$ cat config.mk
export PLATFORM = sky130hd
export DESIGN_NAME = button_conditioner_flat
export DESIGN_NICKNAME = d
export VERILOG_FILES = /design/src/rtl/btn_pkg.sv /design/src/rtl/button_conditioner_if.sv /design/src/rtl/btn_channel.sv /design/src/rtl/button_conditioner.sv /design/src/flat_wrapper.sv
export SDC_FILE = /design/constraint.sdc
export NUM_CORES = 1
export LEC_CHECK = 0
export ABC_AREA = 1
export CAP_MARGIN = 30
export CORE_UTILIZATION = 35
export CTS_CLUSTER_DIAMETER = 200
export CTS_CLUSTER_SIZE = 20
export DETAILED_ROUTE_END_ITERATION = 7
export HOLD_SLACK_MARGIN = 0.06
export PLACE_DENSITY_LB_ADDON = 0.05
export RECOVER_POWER = 25
export SLEW_MARGIN = 20
export SYNTH_ARGS = -nofsm -noshare
export SYNTH_HDL_FRONTEND = slang
export SYNTH_SLANG_ARGS = --single-unit
$ cat constraint.sdc
create_clock -name clk -period 1.9 [get_ports clk]
set_clock_uncertainty 0.15 [all_clocks]
set_input_delay 0.38 -clock clk [delete_from_list [all_inputs] [get_ports clk]]
set_output_delay 0.38 -clock clk [all_outputs]
set_load 0.05 [all_outputs]
$ cat src/rtl/btn_pkg.sv
// rtl/btn_pkg.sv - shared constants and types for the push-button conditioner
package btn_pkg;

    localparam int BTN_COUNT = 5;

    localparam int BTN_C = 0;
    localparam int BTN_L = 1;
    localparam int BTN_U = 2;
    localparam int BTN_R = 3;
    localparam int BTN_D = 4;

    typedef enum logic [1:0] {
        RP_IDLE   = 2'd0,
        RP_HOLD   = 2'd1,
        RP_REPEAT = 2'd2
    } rp_state_t;

    function automatic int max_int(input int a, input int b);
        return (a > b) ? a : b;
    endfunction

endpackage

$ cat src/rtl/button_conditioner_if.sv
// rtl/button_conditioner_if.sv - raw button pins in, conditioned levels and pulses out
interface button_conditioner_if
    import btn_pkg::*;
#(
    parameter int N_BTN = BTN_COUNT
);
    logic [N_BTN-1:0] btn_in;
    logic [N_BTN-1:0] btn_level;
    logic [N_BTN-1:0] btn_press;
    logic [N_BTN-1:0] btn_release;

    modport master (
        output btn_in,
        input  btn_level,
        input  btn_press,
        input  btn_release
    );

    modport slave (
        input  btn_in,
        output btn_level,
        output btn_press,
        output btn_release
    );
endinterface

$ cat src/rtl/btn_channel.sv
// rtl/btn_channel.sv - one button: 2-flop synchroniser, debouncer and auto-repeat FSM
module btn_channel
    import btn_pkg::*;
#(
    parameter int DEBOUNCE_CYCLES = 100,
    parameter int REPEAT_DELAY    = 2000,
    parameter int REPEAT_RATE     = 500,
    parameter int REPEAT_EN       = 1
) (
    input  logic clk,
    input  logic rst,
    input  logic btn_raw,
    output logic btn_level,
    output logic btn_press,
    output logic btn_release
);
    localparam int DB_W = $clog2(DEBOUNCE_CYCLES + 1);
    localparam int RP_W = $clog2(max_int(REPEAT_DELAY, REPEAT_RATE) + 1);

    logic            s1;
    logic            s2;
    logic            stable;
    logic [DB_W-1:0] db_cnt;
    logic            db_done;
    logic            rise;
    logic            fall;

    // rise/fall are evaluated in the same cycle stable flips, so the pulses line up with btn_level
    assign db_done = (s2 != stable) && (db_cnt == DB_W'(DEBOUNCE_CYCLES - 1));
    assign rise    = db_done & s2;
    assign fall    = db_done & ~s2;

    always_ff @(posedge clk) begin
        if (rst) begin
            s1     <= 1'b0;
            s2     <= 1'b0;
            stable <= 1'b0;
            db_cnt <= '0;
        end else begin
            s1 <= btn_raw;
            s2 <= s1;
            if (s2 == stable) begin
                db_cnt <= '0;
            end else if (db_done) begin
                stable <= s2;
                db_cnt <= '0;
            end else begin
                db_cnt <= db_cnt + 1'b1;
            end
        end
    end

    rp_state_t       state_q;
    rp_state_t       state_d;
    logic [RP_W-1:0] rp_cnt_q;
    logic [RP_W-1:0] rp_cnt_d;
    logic            press_d;
    logic            release_d;

    always_ff @(posedge clk) begin
        if (rst) begin
            state_q     <= RP_IDLE;
            rp_cnt_q    <= '0;
            btn_press   <= 1'b0;
            btn_release <= 1'b0;
        end else begin
            state_q     <= state_d;
            rp_cnt_q    <= rp_cnt_d;
            btn_press   <= press_d;
            btn_release <= release_d;
        end
    end

    // A fall overrides any repeat that would land in the same cycle
    always_comb begin
        state_d   = state_q;
        rp_cnt_d  = rp_cnt_q;
        press_d   = 1'b0;
        release_d = 1'b0;
        if (fall) begin
            release_d = 1'b1;
            state_d   = RP_IDLE;
            rp_cnt_d  = '0;
        end else begin
            case (state_q)
                RP_IDLE: begin
                    if (rise) begin
                        press_d  = 1'b1;
                        state_d  = RP_HOLD;
                        rp_cnt_d = '0;
                    end
                end
                RP_HOLD: begin
                    // with repeat disabled the counter parks at the delay threshold
                    if (rp_cnt_q == RP_W'(REPEAT_DELAY - 1)) begin
                        if (REPEAT_EN != 0) begin
                            press_d  = 1'b1;
                            state_d  = RP_REPEAT;
                            rp_cnt_d = '0;
                        end
                    end else begin
                        rp_cnt_d = rp_cnt_q + 1'b1;
                    end
                end
                RP_REPEAT: begin
                    if (rp_cnt_q == RP_W'(REPEAT_RATE - 1)) begin
                        press_d  = 1'b1;
                        rp_cnt_d = '0;
                    end else begin
                        rp_cnt_d = rp_cnt_q + 1'b1;
                    end
                end
                default: begin
                    state_d  = RP_IDLE;
                    rp_cnt_d = '0;
                end
            endcase
        end
    end

    assign btn_level = stable;

endmodule

$ cat src/rtl/button_conditioner.sv
// rtl/button_conditioner.sv - array of independent button channels behind the board pins
module button_conditioner
    import btn_pkg::*;
#(
    parameter int N_BTN           = BTN_COUNT,
    parameter int DEBOUNCE_CYCLES = 100,
    parameter int REPEAT_DELAY    = 2000,
    parameter int REPEAT_RATE     = 500,
    parameter int REPEAT_EN       = 1
) (
    input  logic                 clk,
    input  logic                 rst,
    button_conditioner_if.slave  bus
);
    logic [N_BTN-1:0] level_w;
    logic [N_BTN-1:0] press_w;
    logic [N_BTN-1:0] release_w;

    for (genvar i = 0; i < N_BTN; i++) begin : g_ch
        btn_channel #(
            .DEBOUNCE_CYCLES (DEBOUNCE_CYCLES),
            .REPEAT_DELAY    (REPEAT_DELAY),
            .REPEAT_RATE     (REPEAT_RATE),
            .REPEAT_EN       (REPEAT_EN)
        ) u_ch (
            .clk         (clk),
            .rst         (rst),
            .btn_raw     (bus.btn_in[i]),
            .btn_level   (level_w[i]),
            .btn_press   (press_w[i]),
            .btn_release (release_w[i])
        );
    end

    assign bus.btn_level   = level_w;
    assign bus.btn_press   = press_w;
    assign bus.btn_release = release_w;

endmodule

$ cat src/flat_wrapper.sv
// flat-port wrapper written by rule: the top's interface ports become plain ports
module button_conditioner_flat import btn_pkg::*;
#(
    parameter int N_BTN           = BTN_COUNT,
    parameter int DEBOUNCE_CYCLES = 100,
    parameter int REPEAT_DELAY    = 2000,
    parameter int REPEAT_RATE     = 500,
    parameter int REPEAT_EN       = 1
)
  (clk, rst, bus_btn_in, bus_btn_level, bus_btn_press, bus_btn_release);
  button_conditioner_if #(.N_BTN(N_BTN)) bus_i ();
  input  logic clk;
  input  logic rst;
  input wire logic [$bits(bus_i.btn_in)-1:0] bus_btn_in;
  output wire logic [$bits(bus_i.btn_level)-1:0] bus_btn_level;
  output wire logic [$bits(bus_i.btn_press)-1:0] bus_btn_press;
  output wire logic [$bits(bus_i.btn_release)-1:0] bus_btn_release;
  assign bus_i.btn_in = bus_btn_in;
  assign bus_btn_level = bus_i.btn_level;
  assign bus_btn_press = bus_i.btn_press;
  assign bus_btn_release = bus_i.btn_release;
  button_conditioner #(.N_BTN(N_BTN), .DEBOUNCE_CYCLES(DEBOUNCE_CYCLES), .REPEAT_DELAY(REPEAT_DELAY), .REPEAT_RATE(REPEAT_RATE), .REPEAT_EN(REPEAT_EN)) u_core (.clk(clk), .rst(rst), .bus(bus_i));
endmodule
==> impl_metrics.json, run 1 <==
{
  "final_cell_area_um2": 7830,
  "vias_per_cell": 4.53,
  "fin_setup_tns_ns": 0,
  "post-place-ws_ns": 0.0299,
  "synth_cells": 945,
  "clock_sinks": 125,
  "synth_area_leader_cell": "dfxtp_1",
  "antenna_found_initial": 0,
  "ff2ff_setup_slack_ns": 0.18,
  "drt_pass1_iterations": 4,
  "area_growth_pct": 16.9,
  "critPathMaxFanout": 3,
  "syn_area_um2": 6700,
  "reg2reg_to": "u_core.g_ch[2].u_ch.rp_cnt_q[10]",
  "routedWlPerCell_um": 11.1,
  "startpoint": "u_core.g_ch[2].u_ch.rp_cnt_q[1]",
  "fin_hold_ws_ns": 0.253,
  "yosysSeqAreaShare_pct": 37.4,
  "synthXorXnorAreaFrac_pct": 3.12,
  "timing.final.crit_share_pct": 90.7,
  "wl_um": 13800,
  "worst_ep_arrival_time_ns": 1.93,
  "grt_use_total_pct": 15.4,
  "yosys_register_bits": 125,
  "clock_latency_ns": 0.42,
  "synth_fa_ha_area_share_pct": 5.61,
  "finalWorstSetupSlack_ns": 0.178,
  "powerDensity_nw_per_um2": 787,
  "vias": 5621,
  "worstPathRequired_ns": 2.11,
  "r2r_cells": 12,
  "synthSimpleGateAreaFrac_pct": 37.4,
  "max_slew_margin_pct": 39.2,
  "cts_buffer_depth": 2,
  "min_period_ns": 1.72,
  "cts_made_buffers": 17,
  "core_region_area_um2": 18700,
  "critical_path_class": "flip-flop to flip-flop",
  "fp.dieW_um": 140,
  "place.gp.congestion": 0.779,
  "hold_violations": 0,
  "min_path_type": "flip-flop to flip-flop",
  "rsz0062_at_grt": "no",
  "ant_nets": 0,
  "io_pins": 22,
  "rows": 50,
  "synth-edff-count": 0,
  "grt_max_degree": 20,
  "report.final.setup_viol": 0,
  "clk_pin_slew_ns": 0.06,
  "synth_top_area_share_pct": 37.4,
  "peakVddDrop_uv": 703,
  "synth_area_leaders": "dfxtp_1 (37%), nand2_1 (12%), nor2_1 (7.7%), inv_1 (7.0%), nand3_1 (5.7%)",
  "dp_hpwl_um": 10200,
  "fp.dieH_um": 140,
  "yosysWarnings": 0,
  "synth_compound_area_share_pct": 5.89,
  "grt_pass1_wl_um": 24400,
  "io_buffers": 21,
  "drv_cap": 0,
  "cp-end-kind": "flip-flop",
  "dr.first_iter.drc_count": 216,
  "crit_end": "u_core.g_ch[2].u_ch.rp_cnt_q[10]",
  "nFillCells": 2007,
  "drive_gt1_share_pct": 13.7,
  "htree_levels": 4,
  "cts_root_buf": "clkbuf_16",
  "grt_pass1_vias": 5325,
  "cp-start-kind": "flip-flop",
  "seqCellArea_um2": 2500,
  "status": "completed",
  "cts_tree": "done",
  "muxShareOfSynthArea_pct": 0,
  "fin_util_pct": 41.8,
  "slew_viol_final": 0,
  "syn_nets": 982,
  "start_util_pct": 35.8,
  "syn_avg_cell_area_um2": 7.08,
  "synth_cell_types": 41,
  "ys.flop_type": "dfxtp_1",
  "drc": 0,
  "antennaDiodeCount": 0,
  "synth_top_family_by_area": "simple AND/OR/NAND/NOR gates",
  "dpl-instance-area_um2": 7220,
  "leakage_uw": 0.00320,
  "synthArstFlopShare_pct": 0,
  "overflow": 0,
  "reg2reg_from": "u_core.g_ch[2].u_ch.rp_cnt_q[1]",
  "tightest_slew_ns": 0.913,
  "fmax_mhz": 581,
  "die_area_um2": 19700,
  "multiInputGateArea_um2": 3500,
  "fin_nets": 1031
}
## critical path, cell delays in order (launching register included)
cell     delay (ns)
dfxtp_1        0.36
ha_1           0.20
nand2_1        0.11
nor2_4         0.12
buf_4          0.13
nand2_1        0.07
nor2_2         0.13
inv_2          0.05
nor2_4         0.11
nand2_1        0.05
nand2_1        0.05
inv_1          0.03
nor2_1         0.08
## metal layers
layer / vias to the layer above / global-route usage, % / wire length (um)
met3: 13 / 3.32 / 430
met2: 53 / 23.7 / 5980
met4: 0 / 6.77 / 187
li1: 3076 / - / -
met1: 2479 / 20.6 / 7180
met5: - / 0 / 0
## placed cells by master (no fill, tap or decap), types with 4 or more instances in the layout
cell type	instances
nand2_1	208
nor2_1	138
dfxtp_1	125
inv_1	124
nand3_1	78
a21oi_1	39
buf_4	35
ha_1	29
nand4_1	24
nor3_1	20
xor2_1	18
clkbuf_16	17
nand2_2	15
o21ai_0	14
clkbuf_1	13
inv_2	12
nor2_4	10
nor2_2	10
nand3_2	7
nand2_4	7
nor4_1	5
o21ai_1	5
clkdlybuf4s50_1	5
xnor2_1	4
a21o_1	4
bufinv_16	4
## how the worst min path moves through the flow
stage | from | to | slack, ns | cells after the start
final | u_core.g_ch[0].u_ch.s1 | u_core.g_ch[0].u_ch.s2 | 0.25 | 2
after global routing | u_core.g_ch[4].u_ch.s1 | u_core.g_ch[4].u_ch.s2 | 0.27 | 2
after CTS | u_core.g_ch[4].u_ch.s1 | u_core.g_ch[4].u_ch.s2 | 0.26 | 2
after detailed placement | u_core.g_ch[0].u_ch.s1 | u_core.g_ch[0].u_ch.s2 | 0.25 | 2
after global placement | u_core.g_ch[0].u_ch.s1 | u_core.g_ch[0].u_ch.s2 | 0.24 | 2
after floorplan | u_core.g_ch[0].u_ch.s1 | u_core.g_ch[0].u_ch.s2 | 0.24 | 2
## synth_stat cells, types with 2 or more instances
| library cell | number |
|---|---|
| a21o_1 | 4 |
| nand2_4 | 6 |
| buf_6 | 4 |
| clkbuf_1 | 2 |
| inv_1 | 124 |
| nor2_1 | 138 |
| nand3_1 | 76 |
| dfxtp_1 | 125 |
| nand3_2 | 9 |
| nor3_1 | 20 |
| o21ai_0 | 14 |
| nor2_2 | 10 |
| nand3b_1 | 3 |
| ha_1 | 30 |
| nor4_1 | 5 |
| nor2_4 | 10 |
| buf_4 | 15 |
| xnor2_1 | 4 |
| inv_2 | 12 |
| xor2_1 | 18 |
| nand4_1 | 24 |
| buf_8 | 2 |
| nor3b_1 | 3 |
| nand2_1 | 210 |
| a21oi_1 | 39 |
| o21ai_1 | 5 |
| nand2_2 | 15 |
| or2_2 | 3 |
| o211ai_1 | 3 |
## where the power goes
group / internal [uW] / switching [uW] / total, uW
clock: 2220 / 1190 / 3410
sequential: 2640 / 7.53 / 2640
combinational: 37.3 / 69.3 / 107
## cell type report
type | instances | area share (%)
Clock buffer | 21 | 5.76
Multi-Input combinational cell | 660 | 44.7
Inverter | 136 | 6.52
Clock inverter | 11 | 2.13
Sequential cell | 125 | 32.0
Tap cell | 234 | 3.74
Timing Repair Buffer | 54 | 5.18
## kinds of logic after synthesis
logic type,after synthesis
fa+ha+maj,30
xor+xnor,23
simple gates,536
buf+inv,160
compound gates,71
flops,125
## flip-flops by register name, summed over array words and instances, names as in the netlist
signal / flops
u_core.g_ch.u_ch.btn_release: 5
u_core.g_ch.u_ch.s2: 5
u_core.g_ch.u_ch.state_q: 10
u_core.g_ch.u_ch.s1: 5
u_core.g_ch.u_ch.db_cnt: 35
u_core.g_ch.u_ch.rp_cnt_q: 55
u_core.g_ch.u_ch.btn_press: 5
u_core.g_ch.u_ch.btn_level: 5
## timing repair
item / CTS / global route
hold buffers: 0 / 0
resized for setup: 0 / 6
setup buffers: 0 / 2
setup endpoints to repair: 0 / 18
## metrics by stage
step	power (uW)	cells
detailed placement	2810	1207
global placement	2810	1207
CTS	6270	1239
floorplan	2760	945
finish	6160	1241
global route	6400	1241
Note: power is estimated with default switching activity, not from simulation.
==> inputs of run 2 (changes only) <==
- ABC_AREA: 1 -> not set
- CORE_MARGIN: not set -> 2
- CORE_UTILIZATION: 35 -> 50
==> run 2 against run 1 <==
Net effect: the run now ends with negative setup slack left; combinational power increased by 80%; register-to-register slack got worse by 0.19 ns; clock-buffer cell count unchanged; sequential cell count unchanged; first-iteration DRC count increased by 51%; sequential power about the same; maximum frequency decreased by 9.8%; final area increased by 2.7%; core utilization increased by 25 points; synthesized cell count decreased by 26%; critical path depth decreased by 7.
==> impl_metrics.json, run 2 <==
{
  "critical_path_class": "flip-flop to flip-flop",
  "worst_ep_arrival_time_ns": 2.06,
  "drv_cap": 0,
  "grt_max_degree": 20,
  "fin_util_pct": 66.6,
  "violations": "negative setup slack",
  "peakVddDrop_uv": 580,
  "regMostFlops": "u_core.g_ch.u_ch.rp_cnt_q",
  "cts_made_buffers": 17,
  "vias_per_cell": 5.35,
  "largest_registers": "u_core.g_ch.u_ch.rp_cnt_q (55), u_core.g_ch.u_ch.db_cnt (35), u_core.g_ch.u_ch.state_q (10)",
  "dr.first_iter.drc_count": 327,
  "powerDensity_nw_per_um2": 776,
  "hold_depth": 1,
  "synth_top_area_share_pct": 40.4,
  "min_period_ns": 1.91,
  "htree_levels": 4,
  "area_growth_pct": 29.9,
  "fin_hold_ws_ns": 0.292,
  "syn_avg_cell_area_um2": 8.83,
  "antennaDiodeCount": 0,
  "min_path_type": "flip-flop to flip-flop",
  "cp-end-kind": "flip-flop",
  "synthTopCellsByCount": "dfxtp_1 (125), nor2_1 (94), nand3_1 (51), nand2_1 (49), xor2_1 (33)",
  "nFillCells": 1003,
  "grt_pass1_vias": 5042,
  "leakage_uw": 0.00307,
  "place.gp.congestion": 0.858,
  "final_cell_mix": "dfxtp_1 (109), nor2_1 (92), buf_4 (83)",
  "clk_pin_slew_ns": 0.05,
  "vias": 5229,
  "slew_viol_final": 0,
  "io_buffers": 21,
  "antenna_found_initial": 0,
  "internal_power_uw": 4980,
  "fp.dieH_um": 115,
  "ctsHoldBuffers": 0,
  "yosys_register_bits": 125,
  "yosysSeqAreaShare_pct": 40.4,
  "die_area_um2": 13300,
  "clock_sinks": 125,
  "highest_layer": "met4",
  "synth_area_leader_cell": "dfxtp_1",
  "grt_use_total_pct": 20.7,
  "wl_um": 13400,
  "fp.dieW_um": 115,
  "start_util_pct": 51.3,
  "syn_nets": 738,
  "final_common_cell": "dfxtp_1",
  "synth_cells": 701,
  "finalWorstSetupSlack_ns": -0.00858,
  "drc": 0,
  "synthArstFlopShare_pct": 0,
  "worstPathRequired_ns": 2.05,
  "synth_cell_types": 67,
  "swShare_pct": 20.1,
  "fin_setup_tns_ns": -0.0200,
  "dp_cells": 931,
  "rows": 40,
  "fmax_mhz": 524,
  "post-place-ws_ns": -0.120,
  "dp_hpwl_um": 9020,
  "routedWlPerCell_um": 13.7,
  "wl_met1_um": 6300,
  "met2_length_um": 6430,
  "r2r_cells": 5,
  "overflow": 0,
  "synth-edff-count": 0,
  "synth.most_common_cell": "dfxtp_1",
  "cp-start-kind": "flip-flop",
  "hold_violations": 0,
  "fin_nets": 833,
  "largest_reg_flops": 55,
  "io_pins": 22,
  "core_region_area_um2": 12100,
  "yosysWarnings": 0,
  "ys.flop_type": "dfxtp_1",
  "max_slew_margin_pct": 55.9,
  "clock_latency_ns": 0.42,
  "timing.final.crit_share_pct": 100,
  "wl_met3_um": 467,
  "fin_cells": 977,
  "tightest_slew_ns": 0.662,
  "clkPwrFrac_pct": 54.3,
  "cts_tree": "done",
  "rsz0062_at_grt": "yes",
  "critPathMaxFanout": 11,
  "report.final.setup_viol": 3,
  "pwr-share-comb_pct": 3.1,
  "cts_root_buf": "clkbuf_16",
  "ant_nets": 0,
  "status": "finished, violations left",
  "synth_area_leaders": "dfxtp_1 (40%), ha_1 (6.1%), nor2_1 (5.7%), xor2_1 (4.7%), nand3_1 (4.1%)",
  "seqPwrFrac_pct": 42.6,
  "syn_area_um2": 6190,
  "power_switching_uw": 1250,
  "drt_pass1_iterations": 4,
  "drive_gt1_share_pct": 26.6,
  "grt_pass1_wl_um": 22200,
  "cts_buffer_depth": 2
}
run 2: cell types whose count changed after synthesis, moves of 12 or more:
cell / before / now
nand2_1: 210 / 49
inv_1: 124 / 27
nor2_1: 138 / 94
nand3_1: 76 / 51
a21oi_1: 39 / 16
xnor2_1: 4 / 24
and3_1: 1 / 16
xor2_1: 18 / 33
nand2_2: 15 / 1
nor2b_1: 0 / 14
and4_1: 0 / 12
run 2: cell families after synthesis:
group	Yosys count	synth area share (%)
and+or+nand+nor	337	28.7
DFF	125	40.4
AOI/OAI and AO/OA	80	10.4
buffers and inverters	66	5.40
xor gates and xnor gates	57	8.07
adders and majority gates	30	6.07
muxes	6	0.971
run 2: worst paths after layout:
| path | from | to | slack [ns] |
|---|---|---|---|
| worst max-delay path | u_core.g_ch[3].u_ch.db_cnt[3] | u_core.g_ch[3].u_ch.rp_cnt_q[10] | -0.009 |
| worst min-delay path | u_core.g_ch[2].u_ch.s1 | u_core.g_ch[2].u_ch.s2 | 0.29 |
| worst max register to register | u_core.g_ch[3].u_ch.db_cnt[3] | u_core.g_ch[3].u_ch.rp_cnt_q[10] | -0.009 |
| worst min register to register | u_core.g_ch[2].u_ch.s1 | u_core.g_ch[2].u_ch.s2 | 0.29 |
run 2: per-layer routing:
layer	track usage, %	up-vias
met5	0	-
met4	7.15	0
met3	5.59	17
met2	34.3	73
met1	26.0	2464
li1	-	2675
run 2: through the flow:
stage                     total power [uW]  area [um^2]
final                                 6240         8040
after global routing                  6470         8040
after CTS                             6280         7640
after detailed placement              2870         6960
after global placement                2870         6960
after floorplan                       2810         6200
run 2: area by class of cell:
type                    count  area [um^2]  area share (%)
clock buffers              21          460            5.73
clock inverters            11          165            2.06
inverters                  28          105            1.31
multi-input cells         512         3720            46.2
flip-flops and latches    125         2520            31.4
well taps                 168          210            2.62
repair buffers            112          857            10.7
run 2: timing repair:
item                       CTS  global route
gates cloned                 0             5
resized for setup           12            80
pin swaps                    0            26
buffers inserted             1             8
setup endpoints to repair   15            76
run 2: power groups by stage:
stage / combinational, uW / sequential (uW) / clock [uW]
floorplan: 104 / 2710 / 0
global placement: 160 / 2710 / 0
detailed placement: 165 / 2710 / 0
CTS: 165 / 2650 / 3460
global route: 212 / 2660 / 3600
finish: 193 / 2660 / 3390
run 2: critical path, cell delays in order (launching register included):
cell and delay [ns]:
dfxtp_2 0.34, nor4b_2 0.42, buf_4 0.18, a41o_2 0.36, o31ai_2 0.11, a22o_1 0.23
